==> src/rtl/cerradura_ctrl.sv <==
// -----------------------------------------------------------------------------
// cerradura_ctrl
// Door-lock access controller for the security core bus. It arbitrates unlock
// requests from the manual switch, the bus and the keypad verdict. It holds the
// actuator open for a fixed time and enforces a cooldown between openings.
// After repeated bad keypad codes it applies a lockout.
//
// Build option:
//   MANUAL_OVERRIDE_EN  When defined, a manual request during LOCKOUT is granted
//                       and also clears the lockout. When undefined, manual
//                       requests during LOCKOUT are dropped.
//
// Ports:
//   clk         system clock
//   Reset       synchronous, active-high reset
//   en          bus strobe, one cycle per command
//   addr        bus address; the block answers at CORE_ADDR
//   cmd         bus command: 1 UNLOCK, 2 LOCK, 3 CLEAR; other values ignored
//   switch      manual pushbutton, asynchronous level
//   code_valid  one-cycle pulse: a keypad verdict is available
//   code_ok     keypad verdict, sampled when code_valid=1
//   cerr        lock actuator, 1 = open
//   isDone      one-cycle pulse when an opening ends
//   busy        1 whenever the controller is not idle
//   lockout     1 while locked out after bad codes
//   fail_count  consecutive bad codes, saturating at 15
//   grant       source of the current/last opening: 0 none, 1 manual, 2 bus,
//               3 keypad
// -----------------------------------------------------------------------------
module cerradura_ctrl #(
  parameter logic [15:0] CORE_ADDR      = 16'h0016,
  parameter logic [31:0] OPEN_CYCLES    = 32'd150000000,
  parameter logic [31:0] COOL_CYCLES    = 32'd50000000,
  parameter logic [31:0] LOCKOUT_CYCLES = 32'd1500000000,
  parameter logic [3:0]  MAX_FAILS      = 4'd3
) (
  input  logic        clk,
  input  logic        Reset,
  input  logic        en,
  input  logic [15:0] addr,
  input  logic [2:0]  cmd,
  input  logic        switch,
  input  logic        code_valid,
  input  logic        code_ok,
  output logic        cerr,
  output logic        isDone,
  output logic        busy,
  output logic        lockout,
  output logic [3:0]  fail_count,
  output logic [1:0]  grant
);

  localparam logic [1:0] S_IDLE    = 2'd0;
  localparam logic [1:0] S_OPEN    = 2'd1;
  localparam logic [1:0] S_COOL    = 2'd2;
  localparam logic [1:0] S_LOCKOUT = 2'd3;

  localparam logic [2:0] CMD_UNLOCK = 3'd1;
  localparam logic [2:0] CMD_LOCK   = 3'd2;
  localparam logic [2:0] CMD_CLEAR  = 3'd3;

  localparam logic [1:0] SRC_NONE   = 2'd0;
  localparam logic [1:0] SRC_MANUAL = 2'd1;
  localparam logic [1:0] SRC_BUS    = 2'd2;
  localparam logic [1:0] SRC_KEYPAD = 2'd3;

  // ---------------------------------------------------------------------------
  // Manual switch: 2-flop synchronizer, then a registered rising-edge pulse.
  // The request is therefore seen 3 cycles after the pin rises. A held switch
  // produces only one request.
  // ---------------------------------------------------------------------------
  logic sw_meta_q, sw_sync_q, sw_prev_q, man_req_q;

  // NOTE: all clocked state uses non-blocking assignments. Every flop then
  //       samples the values from before the edge, which is what makes this
  //       chain behave as a shift register.
  always_ff @(posedge clk) begin
    if (Reset) begin
      sw_meta_q <= 1'b0;
      sw_sync_q <= 1'b0;
      sw_prev_q <= 1'b0;
      man_req_q <= 1'b0;
    end else begin
      sw_meta_q <= switch;
      sw_sync_q <= sw_meta_q;
      sw_prev_q <= sw_sync_q;
      man_req_q <= sw_sync_q & ~sw_prev_q;
    end
  end

  // ---------------------------------------------------------------------------
  // Bus decode
  // ---------------------------------------------------------------------------
  logic bus_hit, bus_unlock, bus_lock, bus_clear;

  assign bus_hit    = en && (addr == CORE_ADDR);
  assign bus_unlock = bus_hit && (cmd == CMD_UNLOCK);
  assign bus_lock   = bus_hit && (cmd == CMD_LOCK);
  assign bus_clear  = bus_hit && (cmd == CMD_CLEAR);

  // ---------------------------------------------------------------------------
  // Main FSM with one shared counter. The counter restarts at 0 on every state
  // entry and is compared for exact equality against (length - 1). Each state
  // therefore lasts exactly its parameter value in cycles.
  // ---------------------------------------------------------------------------
  logic [1:0]  state_q, state_d;
  logic [31:0] cnt_q, cnt_d;
  logic        isdone_q, isdone_d;
  logic [3:0]  fail_q, fail_d;
  logic [1:0]  grant_q, grant_d;
  logic [3:0]  fail_inc;

  assign fail_inc = (fail_q == 4'hF) ? 4'hF : fail_q + 4'd1;

  // NOTE: every variable gets a default at the top of this block. Without the
  //       defaults, any path that did not assign a variable would infer a latch.
  always_comb begin
    state_d  = state_q;
    cnt_d    = cnt_q;
    isdone_d = 1'b0;
    fail_d   = fail_q;
    grant_d  = grant_q;

    case (state_q)
      S_IDLE: begin
        // Fixed priority: manual > bus UNLOCK > keypad. Losing requests are
        // dropped, including keypad verdicts, whether good or bad.
        if (man_req_q) begin
          state_d = S_OPEN;
          cnt_d   = 32'd0;
          grant_d = SRC_MANUAL;
        end else if (bus_unlock) begin
          state_d = S_OPEN;
          cnt_d   = 32'd0;
          grant_d = SRC_BUS;
        end else if (code_valid && code_ok) begin
          state_d = S_OPEN;
          cnt_d   = 32'd0;
          grant_d = SRC_KEYPAD;
          fail_d  = 4'd0;
        end else if (bus_clear) begin
          fail_d = 4'd0;
        end else if (code_valid && !code_ok) begin
          fail_d = fail_inc;
          if (fail_inc == MAX_FAILS) begin
            state_d = S_LOCKOUT;
            cnt_d   = 32'd0;
          end
        end
      end

      S_OPEN: begin
        if (bus_clear) fail_d = 4'd0;
        if (bus_lock || (cnt_q == OPEN_CYCLES - 32'd1)) begin
          state_d  = S_COOL;
          cnt_d    = 32'd0;
          isdone_d = 1'b1;
        end else begin
          cnt_d = cnt_q + 32'd1;
        end
      end

      S_COOL: begin
        if (bus_clear) fail_d = 4'd0;
        if (cnt_q == COOL_CYCLES - 32'd1) begin
          state_d = S_IDLE;
          cnt_d   = 32'd0;
        end else begin
          cnt_d = cnt_q + 32'd1;
        end
      end

      default: begin  // S_LOCKOUT
`ifdef MANUAL_OVERRIDE_EN
        if (man_req_q) begin
          state_d = S_OPEN;
          cnt_d   = 32'd0;
          grant_d = SRC_MANUAL;
          fail_d  = 4'd0;
        end else
`endif
        if (bus_clear || (cnt_q == LOCKOUT_CYCLES - 32'd1)) begin
          state_d = S_IDLE;
          cnt_d   = 32'd0;
          fail_d  = 4'd0;
        end else begin
          cnt_d = cnt_q + 32'd1;
        end
      end
    endcase
  end

  always_ff @(posedge clk) begin
    if (Reset) begin
      state_q  <= S_IDLE;
      cnt_q    <= 32'd0;
      isdone_q <= 1'b0;
      fail_q   <= 4'd0;
      grant_q  <= SRC_NONE;
    end else begin
      state_q  <= state_d;
      cnt_q    <= cnt_d;
      isdone_q <= isdone_d;
      fail_q   <= fail_d;
      grant_q  <= grant_d;
    end
  end

  // The actuator is open exactly while the FSM is in OPEN. A reset therefore
  // closes the lock at the next edge without raising isDone.
  assign cerr       = (state_q == S_OPEN);
  assign busy       = (state_q != S_IDLE);
  assign lockout    = (state_q == S_LOCKOUT);
  assign isDone     = isdone_q;
  assign fail_count = fail_q;
  assign grant      = grant_q;

endmodule

==> config.mk <==
export PLATFORM = sky130hd
export DESIGN_NAME = cerradura_ctrl
export DESIGN_NICKNAME = d
export VERILOG_FILES = /design/src/rtl/cerradura_ctrl.sv
export SDC_FILE = /design/constraint.sdc
export NUM_CORES = 1
export LEC_CHECK = 0
export ABC_AREA = 1
export CAP_MARGIN = 20
export CORE_ASPECT_RATIO = 0.5
export CORE_UTILIZATION = 55
export CTS_BUF_LIST = sky130_fd_sc_hd__clkbuf_2 sky130_fd_sc_hd__clkbuf_4 sky130_fd_sc_hd__clkbuf_8
export DETAILED_ROUTE_END_ITERATION = 6
export HOLD_SLACK_MARGIN = 0.15
export PLACE_DENSITY = 0.83
export SLEW_MARGIN = 25
export SYNTH_ARGS = -nofsm -noshare
export SYNTH_HDL_FRONTEND = slang
export SYNTH_SLANG_ARGS = --single-unit
==> constraint.sdc <==
create_clock -name clk -period 5.4 [get_ports clk]
set_input_delay 1.62 -clock clk [delete_from_list [all_inputs] [get_ports clk]]
set_output_delay 1.62 -clock clk [all_outputs]
set_load 0.02 [all_outputs]
### After elaboration in Yosys (flattened, before gate mapping)

Index checks and enable logic that the tools add are counted.

* memories kept: 0
* latch bits: 0
* word-level logic and storage cells: 88
* register bits: 45
* memory bits (writable): 0
* bits in read-only memories: 0

* reductions and logical operators: 20
* divide/modulo/power cells: 0
* multiply operators: 0
* magnitude comparators: 0
* eq/ne operators: 21
* bitwise gates (word level): 3
* shift operators: 0
* add/sub/neg operators: 2
* muxes and demuxes: 33

Operators by type and width (count)
* 2-to-1 mux 32 bit: 9
* one-hot mux 32 bit (3 select lines): 1
* adder 32 x 1 -> 32 bit (second input constant): 1
* == test 32 x 26 -> 1 bit (second input constant): 1
* == test 32 x 28 -> 1 bit (second input constant): 1
* == test 32 x 31 -> 1 bit (second input constant): 1
* 2-to-1 mux 4 bit: 8
* 2-to-1 mux 2 bit: 12
* == test 16 x 5 -> 1 bit (second input constant): 1
* inequality test 5 bit (second input constant): 3
* one-hot mux 4 bit (2 select lines): 1
* == test 3 x 2 -> 1 bit (second input constant): 2
* logical AND 1 bit: 6
* inequality test 2 bit (second input constant): 3
* one-hot mux 2 bit (3 select lines): 1
* AND reduction 6 bit: 1
* nonzero test 3 bit: 2
* AND reduction 5 bit: 1
* adder 4 x 1 -> 4 bit (second input constant): 1
* == test 2 bit (second input constant): 2
* == test 4 x 2 -> 1 bit (second input constant): 1
* == test 4 bit (second input constant): 1
* inequality test 2 x 1 -> 1 bit (second input constant): 2
* inequality test 4 bit (second input constant): 1
* 13 further kinds: 16

### Depth between registers and ports, before layout

Gate-level depths: netlist of the first run.

* word-level depth: 10
* mapped depth: 13

### Worst setup path after synthesis of the first run

No wires, ideal clock.

* kind: input to register
* start: in addr[3]
* end: reg cnt_q[11]
* setup slack: 2.535 ns
* stages: 10
* arrival: 2.750 ns
* library setup time: 0.115 ns
* cell sequence: or2_1 > nor2_2 > nand3_1 > nor2_2 > nor2_1 > nor2_4 > buf_6 > nor2_1 > o21ai_1 > nor2_1

* cells in the longest elaborated chain, start to end: 6
* elaborated cells on any way between the ends: 16
* classes of those cells: 4 x eq/ne; 5 x mux; 7 x reduce/logical

Ends and longest elaborated chain
* start: declaration: line 40 `input logic [15:0] addr,`
* == test 16 x 5 -> 1 bit (*): line 96 `assign bus_hit = en && (addr == CORE_ADDR);`
* logical AND 1 bit (*): line 96
* logical AND 1 bit (on tied branches): line 97, 98, 99
* 2-to-1 mux 32 bit, or another cell as far along: line 132 `end else if (bus_unlock) begin`
* 2-to-1 mux 32 bit (on tied branches): line 128, 154, 182
* one-hot mux 32 bit (3 select lines): line 124 `case (state_q)`
* end signal: assignment: line 202 `cnt_q <= cnt_d;`
* end: declaration: line 107 `logic [31:0] cnt_q, cnt_d;`

Every way passes the cells marked *; elsewhere a longest branch is shown, timed or not.
A chain may end at the register's enable or synchronous reset.

### Worst setup path after layout of the first run

* start: reg state_q[0]
* end: out busy

* cells in the longest elaborated chain, start to end: 1

Ends and longest elaborated chain
* start: declaration: line 106 `logic [1:0] state_q, state_d;`
* start signal: assignment: line 201 `state_q <= state_d;`
* nonzero test 2 bit: line 212 `assign busy = (state_q != S_IDLE);`
* end: declaration: line 47 `output logic busy,`

Every way passes these cells.

==> metrics.yaml, run 1 <==
drcViolationCount: 0
nFillCells: 563
worstSetupStartpointType: "flop"
syn_area_sq_um: 3523
dr_total_vias: 3731
async_reset_ff_share_pct: 0
syn2layout_area_growth_pct: 12.57
clock_latency_ns: 0.31
drv_cap: 0
synth-seq-cells: 45
seq_area_frac_synth_pct: 25.57
setup_violations: 0
worstPathArrival_ns: 1.85
drtIter0Drc: 282
num_io_pins: 35
die-area_sq_um: 6750
synth-main-ff-cell: "dfxtp_1"
total_power_mw: 1.313
hold_depth: 1
p_leak_nw: 1.540
final-max-slew-violation-count: 0
io_buffers: 34
start_util_pct: 57.47
post_cts_resized: 0
whs_ns: 0.3983
final_cells: 695
clock-sinks: 45
cts_buffers: 5
hold_violations: 0
min_path_type: "reg2reg"
die_w_um: 115.2
tightest_slew_ns: 0.7399
die-height_um: 58.60
pwr-share-comb_pct: 53.2
grt_max_degree: 45
via_per_inst: 5.368
place_congestion: 0.9556
yosys.area.top_type_share_pct: 25.57
clkTransAtPathRegs_ns: 0.09
p_sw_share_pct: 48.26
p_per_area_nw_per_um2: 331.1
yosysTopAreaCell: "dfxtp_1"
reg2reg_depth: 12
clock_skew_ns: 0.01034
rsz0062_at_grt: "false"
p_switching_mw: 0.6338
slew_headroom_pct: 50.62
synth_area_leaders: "dfxtp_1, nand2_1, nor2_1, nand3_1, inv_1"
layout_commonest_cell: "nand2_1"
placeableCoreArea_sq_um: 6131
p_int_mw: 0.6795
firstDrtPassIters: 5
synth_nets: 607
first_global_vias: 3111
clock_power_share_pct: 16.6
synth_cell_types: 39
period_share_pct: 64.18
hpwlAfterDp_mm: 6.736
end_kind: "primary output"
critical_path_class: "reg2out"
tns_ns: 0
avgSynthCellArea_sq_um: 6.117
cp.required_ns: 3.78
layout-drive-gt1-share_pct: 11.04
dp_cells: 687
grt-ovfl-total: 0
synth-edff-count: 0
routed_wl_mm: 8.927
period_minus_slack_ns: 3.465
antenna_found_initial: 0
diodes: 0
hold_buffers: 0
routedWlPerCell_um: 12.84
fmax_ghz: 0.2886
htree_levels: 2
status: "completed"
synthCells: 576
grt_first_pass_wirelength_mm: 14.63
drt.antenna.violating_nets: 0
path_max_fanout: 6
final_cell_mix: "nand2_1, nor2_1, inv_1"
grt_usage_pct: 28.11
nNetsFinal: 637
cts_tree: "built"
cts_setup_buffers: 0
cts_max_path_buffers: 2
cts-root-buf: "clkbuf_8"
synth_warnings: 0
irDropWorstVdd_mv: 0.3130
pwr-share-seq_pct: 30.3
std_cell_rows: 20
sequential cells by signal (all words and copies together), names as in the netlist:
| signal | cells |
|---|---|
| state_q | 2 |
| sw_meta_q | 1 |
| isDone | 1 |
| sw_prev_q | 1 |
| man_req_q | 1 |
| grant | 2 |
| fail_count | 4 |
| sw_sync_q | 1 |
| cnt_q | 32 |
metrics by stage:
| stage | worst slack, ns | util, % | area, sq um |
|---|---|---|---|
| 2_1_floorplan | 2.535 | - | 3523 |
| 3_3_place_gp | 1.694 | 63.29 | 3880 |
| 3_5_place_dp | 1.655 | 63.29 | 3880 |
| 4_1_cts | 1.949 | 64.69 | 3966 |
| 5_1_grt | 1.740 | 64.69 | 3966 |
| 6_report | 1.935 | 64.69 | 3966 |
critical path, stage by stage (launching register included):
cell,delay [ns]
dfxtp_1,0.40
inv_1,0.09
ha_1,0.31
inv_2,0.13
clkdlybuf4s50_1,0.61
logic make-up (layout without fill, tap and decap cells):
| logic type | Yosys count | count (layout) | share of synthesized area [%] |
|---|---|---|---|
| buffers and inverters | 79 | 110 | 9.908 |
| adders and majority gates | 6 | 6 | 2.131 |
| AOI/OAI and AO/OA | 33 | 33 | 5.469 |
| and+or+nand+nor | 412 | 412 | 56.68 |
| xor gates and xnor gates | 1 | 1 | 0.2486 |
| DFF | 45 | 45 | 25.57 |
cells in the mapped netlist, types with 3 or more instances:
| master | n |
|---|---|
| nand3b_1 | 5 |
| nor3_2 | 8 |
| nand4_1 | 19 |
| buf_6 | 3 |
| dfxtp_1 | 45 |
| nor2_4 | 4 |
| a21oi_1 | 15 |
| inv_2 | 6 |
| nand3_2 | 3 |
| o21ai_1 | 7 |
| nand3_1 | 53 |
| ha_1 | 6 |
| buf_4 | 3 |
| nor2_1 | 106 |
| nand2_1 | 157 |
| nand2_2 | 7 |
| nor3_1 | 16 |
| nor2_2 | 18 |
| inv_1 | 61 |
| o21bai_1 | 8 |
power by group through the flow:
stage                     clock, mW  combinational, mW  sequential, mW
after floorplan                   0              0.560           0.416
after global placement            0              0.680           0.402
after detailed placement          0              0.688           0.403
after CTS                     0.218              0.692           0.396
after global routing          0.232              0.762           0.403
final                         0.217              0.698           0.397
routing by layer:
| metal | vias up | track usage [%] | routed length, um |
|---|---|---|---|
| met5 | - | 0 | 0 |
| met4 | 0 | 6.679 | 128 |
| met3 | 20 | 6.385 | 700 |
| met2 | 163 | 45.27 | 3805 |
| met1 | 1647 | 38.54 | 4292 |
| li1 | 1901 | - | - |
worst paths after layout:
check,slack [ns],start,to
worst min register to register,0.40,sw_prev_q,man_req_q
worst max register to register,3.14,cnt_q[1],cnt_q[1]
worst min-delay path,0.40,sw_prev_q,man_req_q
worst max-delay path,1.93,state_q[0],busy
cell type report:
class / count / area, sq um / area share [%]
clock inverter: 3 / 17.52 / 0.4416
inverter: 68 / 255.2 / 6.435
clock buffer: 5 / 68.82 / 1.735
multi-input combinational: 452 / 2273 / 57.32
sequential: 45 / 900.9 / 22.71
timing repair buffer: 34 / 340.3 / 8.580
tap: 88 / 110.1 / 2.776
Power figures use the tool's default switching activity.
==> run 2, diff against run 1 <==
==> constraint.sdc (replaced) <==
create_clock -name clk -period 3.2 [get_ports clk]
set_input_delay 0.96 -clock clk [delete_from_list [all_inputs] [get_ports clk]]
set_output_delay 0.96 -clock clk [all_outputs]
set_load 0.02 [all_outputs]
==> run 2 against run 1 <==
  * Total power rose by 75%
  * Critical path depth is the same
  * Clock-buffer cell count grew 2
  * Sequential power is 69% higher
  * Flip-flop and latch count is the same
  * First-iteration DRC count rose by 11%
  * Highest routed layer unchanged
==> metrics.yaml, run 2 (synthesis gave the netlist of run 1 again) <==
layout_commonest_cell: "nand2_1"
die-area_sq_um: 6750  # unchanged
final_cell_mix: "nand2_1, nor2_1, inv_1"
rsz0062_at_grt: "false"
status: "completed"
cts_max_path_buffers: 2  # unchanged
drt.antenna.violating_nets: 0  # unchanged
hold_buffers: 0  # unchanged
min_path_type: "reg2reg"
period_minus_slack_ns: 2.797
final-max-slew-violation-count: 0  # unchanged
worstSetupStartpointType: "flop"
drv_cap: 0  # unchanged
regMostFlops: "cnt_q"
drtIter0Drc: 313  # +11%
cts_buffers: 5  # unchanged
htree_levels: 2  # unchanged
irDropWorstVdd_mv: 0.6211  # +98%
tns_ns: 0  # unchanged
path_max_fanout: 6  # unchanged
hold_violations: 0  # unchanged
cp.required_ns: 2.24  # -1.54 ns
cts_setup_buffers: 0  # unchanged
grt-ovfl-total: 0  # unchanged
p_per_area_nw_per_um2: 570.0  # +72%
antenna_found_initial: 0  # unchanged
start_util_pct: 57.47  # unchanged
diodes: 0  # unchanged
io_buffers: 34  # unchanged
routed_wl_mm: 9.396  # +5.3%
end_kind: "primary output"
first_global_vias: 3200  # +2.9%
syn2layout_area_growth_pct: 14.49
die-height_um: 58.60  # unchanged
nFillCells: 571  # +1.4%
final-seq-area_sq_um: 900.9  # unchanged
drcViolationCount: 0  # unchanged
dr_total_vias: 3668  # -1.7%
via_per_inst: 5.225  # -2.7%
layout-drive-gt1-share_pct: 12.05  # +1.0 points
clock-sinks: 45  # unchanged
grt_max_degree: 45  # unchanged
routedWlPerCell_um: 13.38  # +4.2%
period_share_pct: 87.42
nNetsFinal: 644  # +1.1%
multi_input_area_sq_um: 2273  # unchanged
num_io_pins: 35  # unchanged
firstDrtPassIters: 7  # +2
hpwlAfterDp_mm: 7.333  # +8.9%
critical_path_class: "reg2out"
worstPathArrival_ns: 1.84  # about the same
fmax_ghz: 0.3575
grt_usage_pct: 30.55  # +2.4 points
setup_violations: 0  # unchanged
cts_tree: "built"
place_congestion: 0.9608  # +0.54%
grt_first_pass_wirelength_mm: 15.61  # +6.7%
placeableCoreArea_sq_um: 6131  # unchanged
largest_reg_flops: 32  # unchanged
cts-root-buf: "clkbuf_8"
slew_headroom_pct: 73.16  # +23 points
setup_slack_ns: 0.4026  # -1.532 ns
clock_skew_ns: 0.008670  # -0.001668 ns
tightest_slew_ns: 0.3990  # -0.3409 ns
p_leak_nw: 1.583  # +2.8%
pre_cts_slack_ns: 0.3055  # -1.349 ns
std_cell_rows: 20  # unchanged
post_cts_resized: 0  # unchanged
clkTransAtPathRegs_ns: 0.08  # about the same
die_w_um: 115.2  # unchanged
clock_latency_ns: 0.32  # about the same
## run 2: cell types whose count changed in the layout (fill, tap and decap cells not counted), sizes merged
| cell | change |
|---|---|
| clkbuf | +2 |
| clkinv | -1 |
| clkinvlp | -1 |
| buf | +7 |
## run 2: critical path, cell delays in order (launching register included)
cell and delay (ns):
dfxtp_1 0.40, inv_1 0.08, ha_1 0.29, inv_2 0.14
clkdlybuf4s50_1 0.62
## run 2: worst paths after layout
check	startpoint	slack, ns	endpoint	depth (start not counted)
min	sw_prev_q	0.39	man_req_q	1
max reg2reg	cnt_q[0]	1.06	cnt_q[22]	10
max	state_q[0]	0.40	busy	4
min reg2reg	sw_prev_q	0.39	man_req_q	1
## run 2: final cells by class
type / instances / area share (%)
Sequential cell: 45 / 22.33
Clock inverter: 1 / 0.1241
Tap cell: 88 / 2.730
Timing Repair Buffer: 41 / 9.739
Clock buffer: 7 / 2.388
Inverter: 68 / 6.328
Multi-Input combinational cell: 452 / 56.36
## run 2: per-layer routing
| layer | wire, um | GRT usage, % | share of wire, % | vias up |
|---|---|---|---|---|
| li1 | - | - | - | 1908 |
| met1 | 4451 | 44.30 | 47 | 1591 |
| met2 | 3883 | 45.61 | 41 | 155 |
| met3 | 902 | 5.767 | 9.6 | 14 |
| met4 | 159 | 10.39 | 1.7 | 0 |
| met5 | 0 | 0 | 0 | - |
## run 2: report_power, final
group          switching, mW  internal, mW
combinational          0.798         0.422
sequential            0.0579         0.613
clock                  0.213         0.196
## run 2: through the flow
stage	utilization [%]	cells	cell area [sq um]	hold slack [ns]	total power [mW]
finish	65.80	702	4034	0.3932	2.299
global route	65.80	702	4034	0.4264	2.461
CTS	65.80	702	4034	0.3943	2.298
detailed placement	64.14	694	3933	0.3819	1.891
global placement	64.14	694	3933	0.3760	1.877
floorplan	-	576	3523	0.3728	1.647
==> run 3, diff against run 2 <==
--- a/config.mk
+++ b/config.mk
@@ -5,14 +5,14 @@
 export SDC_FILE = /design/constraint.sdc
 export NUM_CORES = 1
 export LEC_CHECK = 0
-export ABC_AREA = 1
+export ABC_AREA = 0
 export CAP_MARGIN = 20
 export CORE_ASPECT_RATIO = 0.5
-export CORE_UTILIZATION = 55
+export CORE_UTILIZATION = 25
 export CTS_BUF_LIST = sky130_fd_sc_hd__clkbuf_2 sky130_fd_sc_hd__clkbuf_4 sky130_fd_sc_hd__clkbuf_8
 export DETAILED_ROUTE_END_ITERATION = 6
 export HOLD_SLACK_MARGIN = 0.15
-export PLACE_DENSITY = 0.83
+export PLACE_DENSITY = 0.48
 export SLEW_MARGIN = 25
 export SYNTH_ARGS = -nofsm -noshare
 export SYNTH_HDL_FRONTEND = slang
==> run 3 against run 2 <==
  * Combinational power hardly changed
  * Clock-buffer cell count stayed put
  * Design area is 3.7% lower
  * Non-clock buffer count is 27 higher
  * Flip-flop and latch count stayed put
  * Synthesized cell count is 46% lower
  * Largest cell class unchanged
==> metrics.yaml, run 3 <==
placeableCoreArea_sq_um: 10570  # +72%
syn2layout_area_growth_pct: 37.62
num_io_pins: 35  # unchanged
layout-drive-gt1-share_pct: 26.40  # +14 points
synth-edff-count: 0  # unchanged
grt_usage_pct: 14.37  # -16 points
final_cells: 515  # -27%
cp.required_ns: 3.39  # +1.15 ns
fmax_ghz: 0.3239  # -9.4%
p_leak_nw: 1.179  # -26%
async_reset_ff_share_pct: 0  # unchanged
dr_total_vias: 2624  # -28%
place_congestion: 0.8804  # -8.4%
clock_latency_ns: 0.31  # about the same
grt-ovfl-total: 0  # unchanged
avgSynthCellArea_sq_um: 9.022  # +47%
synth_cell_types: 55  # +41%
cp_slowest_cell: "or4_4"
layout_commonest_cell: "dfxtp_1"
final-max-slew-violation-count: 0  # unchanged
routed_wl_mm: 8.250  # -12%
period_share_pct: 96.48  # +9.1 points
tns_ns: 0  # unchanged
path_max_fanout: 8  # +2
p_per_area_nw_per_um2: 593.1  # +4.1%
cts-root-buf: "clkbuf_8"
slew_headroom_pct: 58.50  # -15 points
cts_tree: "built"
cts_max_path_buffers: 2  # unchanged
cts_buffers: 5  # unchanged
die-area_sq_um: 11750  # +74%
grt_max_degree: 18  # -60%
io_buffers: 34  # unchanged
synthCells: 313  # -46%
irDropWorstVdd_mv: 0.2339  # -62%
timing.critical_path.mode_cell: "or4_4"
start_util_pct: 26.71  # -31 points
cp.buffers_inverters: 3  # unchanged
hpwlAfterDp_mm: 5.584  # -24%
synth_warnings: 0  # unchanged
cp_cell_sequence: "clkdlybuf4s50_1 -> or4_4 -> or4_4 -> o21ai_4 -> nor2_4 -> o311ai_4 -> buf_6 -> buf_12 -> a21oi_2"
grt_first_pass_wirelength_mm: 13.33  # -15%
cpLargestDelayFamily: "simple AND/OR/NAND/NOR gates"
cp_slowest_stage_delay_ns: 0.51  # -0.11 ns
synth_area_leaders: "dfxtp_1, xnor2_1, a2111oi_2, nand2_1, nor2_1"
clock-sinks: 45  # unchanged
die-height_um: 77.16  # +32%
status: "completed"
largest_reg_flops: 32  # unchanged
clkTransAtPathRegs_ns: 0.10  # +0.02 ns
nNetsFinal: 405  # -37%
yosysTopAreaCell: "dfxtp_1"
htree_levels: 2  # unchanged
drcViolationCount: 0  # unchanged
rsz0062_at_grt: "false"
antenna_found_initial: 0  # unchanged
drtIter0Drc: 134  # -57%
utilization_pct: 36.76  # -29 points
synth-main-ff-cell: "dfxtp_1"
die_w_um: 152.3  # +32%
synth_most_common_cell: "dfxtp_1"
hold_violations: 0  # unchanged
syn_area_sq_um: 2824  # -20%
worstPathArrival_ns: 3.28  # +1.44 ns
dp_cells: 500  # -28%
clock_skew_ns: 0.01947  # +0.01080 ns
synth_nets: 344  # -43%
hold_buffers: 0  # unchanged
drv_cap: 0  # unchanged
critical_path_class: "in2reg"
min_path_type: "reg2reg"
final_cell_mix: "dfxtp_1, xnor2_1, buf_4"
first_global_vias: 2657  # -17%
drt.antenna.violating_nets: 0  # unchanged
std_cell_rows: 26  # +30%
diodes: 0  # unchanged
regMostFlops: "cnt_q"
firstDrtPassIters: 4  # -3
routedWlPerCell_um: 16.02  # +20%
synth-seq-cells: 45  # unchanged
via_per_inst: 5.095  # -2.5%
period_minus_slack_ns: 3.087  # +0.2900 ns
synth_commonest_cells: "dfxtp_1, xnor2_1, nand2_1, nor2_1"
setup_violations: 0  # unchanged
worstSetupStartpointType: "input pin"
end_kind: "flop"
tightest_slew_ns: 0.6210  # +0.2220 ns
seq_area_frac_synth_pct: 31.90  # +6.3 points
yosys.area.top_type_share_pct: 31.90  # +6.3 points
-- run 3: cell count changes after synthesis, moves of 9 or more --
cell       before  now
nand2_1       157   25
nor2_1        106   22
inv_1          61    8
nand3_1        53   14
xnor2_1         0   28
a2111oi_2       0   12
nor3_1         16    7
-- run 3: metal layers --
layer / vias up / global-route usage [%] / wire, um
met5: - / 0 / 0
met4: 0 / 4.388 / 78
met3: 9 / 4.409 / 401
met2: 59 / 23.41 / 3802
met1: 1273 / 18.14 / 3968
li1: 1283 / - / -
-- run 3: per-stage QoR --
step                      setup WS, ns  instance area, sq um  power, mW  hold slack (ns)
after CTS                     0.005048                  3711      2.224           0.4042
after global routing           0.06657                  3886      2.436           0.4396
after global placement         -0.3423                  3476      1.576           0.3794
after detailed placement       -0.3893                  3476      1.599           0.3882
after floorplan                 0.1429                  2824      1.255           0.3674
final                           0.1126                  3886      2.305           0.4003
-- run 3: repair_timing --
| action | 4_1_cts | 5_1_grt |
|---|---|---|
| gates resized for setup | 15 | 38 |
| gates cloned | 4 | 0 |
| setup endpoints to repair | 26 | 32 |
| pin swaps | 6 | 12 |
| setup buffers | 4 | 0 |
-- run 3: cells by family (layout without fill, tap and decap cells) --
family	count (synthesis)	count (layout)	share of synthesized area [%]
xor gates and xnor gates	30	30	9.305
buffers and inverters	24	84	5.272
and+or+nand+nor	140	140	27.96
DFF	45	45	31.90
adders and majority gates	6	6	2.658
AOI/OAI and AO/OA	68	70	22.91
-- run 3: power by group --
group | internal, mW | switching, mW
registers | 0.594 | 0.0371
logic | 0.517 | 0.689
clock network | 0.264 | 0.205
-- run 3: worst reg2reg max path, delay by kind of cell (launching register included) --
family                   cells  cell delay (ns)
adder cells (fa/ha/maj)      1             0.25
AND/OR/NAND/NOR              3             1.21
flip-flops                   1             0.41
buffers and inverters        3             0.53
AO/OA/AOI/OAI                3             0.52
-- run 3: cell type report --
cell class              count  area, sq um
inverters                   8        30.03
clock buffers               7        90.09
multi-input cells         246         1992
repair buffers             68        668.1
fillers                  1057         6686
flip-flops and latches     45        900.9
clock inverters             1        30.03
well taps                 140        175.2
-- run 3: final timing paths --
check	startpoint	endpoint	slack, ns	cells after the start
worst max-delay path	addr[9]	cnt_q[26]	0.11	9
worst min-delay path	sw_prev_q	man_req_q	0.40	1
worst max register to register	cnt_q[0]	cnt_q[26]	0.20	10
worst min register to register	sw_prev_q	man_req_q	0.40	1
==> patch, RTL diff (flow settings as in run 2) <==
The option `MANUAL_OVERRIDE_EN` is turned on by a define.
--- a/src/rtl/cerradura_ctrl.sv
+++ b/src/rtl/cerradura_ctrl.sv
@@ -27,6 +27,8 @@
 //   grant       source of the current/last opening: 0 none, 1 manual, 2 bus,
 //               3 keypad
 // -----------------------------------------------------------------------------
+`define MANUAL_OVERRIDE_EN
+
 module cerradura_ctrl #(
   parameter logic [15:0] CORE_ADDR      = 16'h0016,
   parameter logic [31:0] OPEN_CYCLES    = 32'd150000000,
Check against the original RTL: not equivalent (a bounded check fails within 10 cycles, from zero or initial values and one cycle with Reset high).
==> patch against run 2 <==
Sequential power rose by 0.6%; sequential share of layout area grew 2.9 points; total power is 3.8% lower; non-clock buffer count decreased by 5; worst setup slack better by 25 ps; hold slack improved by 9.8 ps; synthesized area is 12% lower; routed wire length is 20% lower; sequential cell count stayed put; design area decreased by 11%; largest power group unchanged.
==> patch: results (changes against run 2) <==
<table>
<tr><th>Metric</th><th>Value</th></tr>
<tr><th colspan="2">Critical path</th></tr>
<tr><td>Startpoint of the worst-slack reg-to-reg timing path</td><td>fail_count[0]</td></tr>
<tr><td>Arrival time at the worst endpoint</td><td>1810 ps (-30 ps)</td></tr>
<tr><th colspan="2">STA</th></tr>
<tr><td>Worst relative slew slack</td><td>0.571 (-0.161)</td></tr>
<tr><th colspan="2">Global route</th></tr>
<tr><td>Met1 Usage GRT</td><td>0.377 (-0.0665)</td></tr>
<tr><td>Global-route track usage on met3</td><td>0.0515 (-0.00615)</td></tr>
<tr><td>Largest net degree at the start of global routing</td><td>40 (-11%)</td></tr>
<tr><td>GR met2 Demand/Resource</td><td>0.468 (+0.0120)</td></tr>
<tr><td>First-pass GRT wire length</td><td>12.7 mm (-19%)</td></tr>
<tr><th colspan="2">Run status</th></tr>
<tr><td>Status</td><td>completed</td></tr>
<tr><th colspan="2">Final layout</th></tr>
<tr><td>Final-stage net count</td><td>553 (-14%)</td></tr>
<tr><td>Layout cell share with drive strength beyond 1</td><td>0.0994 (-0.0211)</td></tr>
<tr><th colspan="2">Synthesis</th></tr>
<tr><td>Most instantiated cells after synthesis</td><td>112 x sky130_fd_sc_hd__nand2_1, 87 x sky130_fd_sc_hd__nor2_1, 56 x sky130_fd_sc_hd__inv_1</td></tr>
<tr><td>Sequential element share of the synthesized area</td><td>0.291 (+0.0356)</td></tr>
<tr><td>Synthesized instance count</td><td>488 (-15%)</td></tr>
<tr><td>Most area-consuming cells after synthesis</td><td>sky130_fd_sc_hd__dfxtp_1 29%, sky130_fd_sc_hd__nand2_1 14%, sky130_fd_sc_hd__nor2_1 11%</td></tr>
<tr><td>Number of distinct library cells after synthesis</td><td>38 (-2.6%)</td></tr>
<tr><td>Syn nets</td><td>519 (-14%)</td></tr>
<tr><th colspan="2">Detailed routing</th></tr>
<tr><td>Total length of routed met3 wires</td><td>593 µm (-34%)</td></tr>
<tr><td>Detailed-router iteration count before antenna repair</td><td>5 (-2)</td></tr>
<tr><th colspan="2">Placement</th></tr>
<tr><td>Gpl congestion</td><td>0.921 (-4.1%)</td></tr>
<tr><td>Setup Slack @ Placement</td><td>153 ps (-152 ps)</td></tr>
<tr><th colspan="2">Power and ir drop</th></tr>
<tr><td>Largest vdd supply drop</td><td>0.527 mV (-15%)</td></tr>
<tr><td>Sequential group share of total power</td><td>0.305 (+0.013)</td></tr>
<tr><td>Power dissipated in sequential cells</td><td>0.675 mW (+0.6%)</td></tr>
<tr><td>Static leakage power</td><td>1.41 nW (-11%)</td></tr>
</table>
patch: cell types whose count changed in the layout (fill, tap and decap cells not counted), sizes merged, moves of 4 or more:
cell	delta
inv	-7
buf	-5
o21bai	-7
xor2	+9
nand2	-45
o21ai	+4
nand3	-12
nand4	-4
nor2	-27
patch: layout make-up:
type | count | area, µm²
Inverter | 60 | 225
Fill cell | 430 | 1580
Multi-Input combinational cell | 374 | 1890
Timing Repair Buffer | 36 | 355
Clock inverter | 3 | 50.0
Clock buffer | 5 | 68.8
Sequential cell | 45 | 901
Tap cell | 70 | 87.6
patch: path summary, 6_finish.rpt:
check              end  slack [ps]  depth (start not counted)
max               busy         430                          4
min          man_req_q         400                          1
max reg2reg  cnt_q[28]         970                         12
min reg2reg  man_req_q         400                          1
patch: kinds of logic after synthesis:
logic type / after synthesis / share of synthesized area
buf+inv: 69 / 0.0983
xor+xnor: 10 / 0.0283
compound gates: 35 / 0.0611
simple gates: 323 / 0.497
fa+ha+maj: 6 / 0.0243
flops: 45 / 0.291
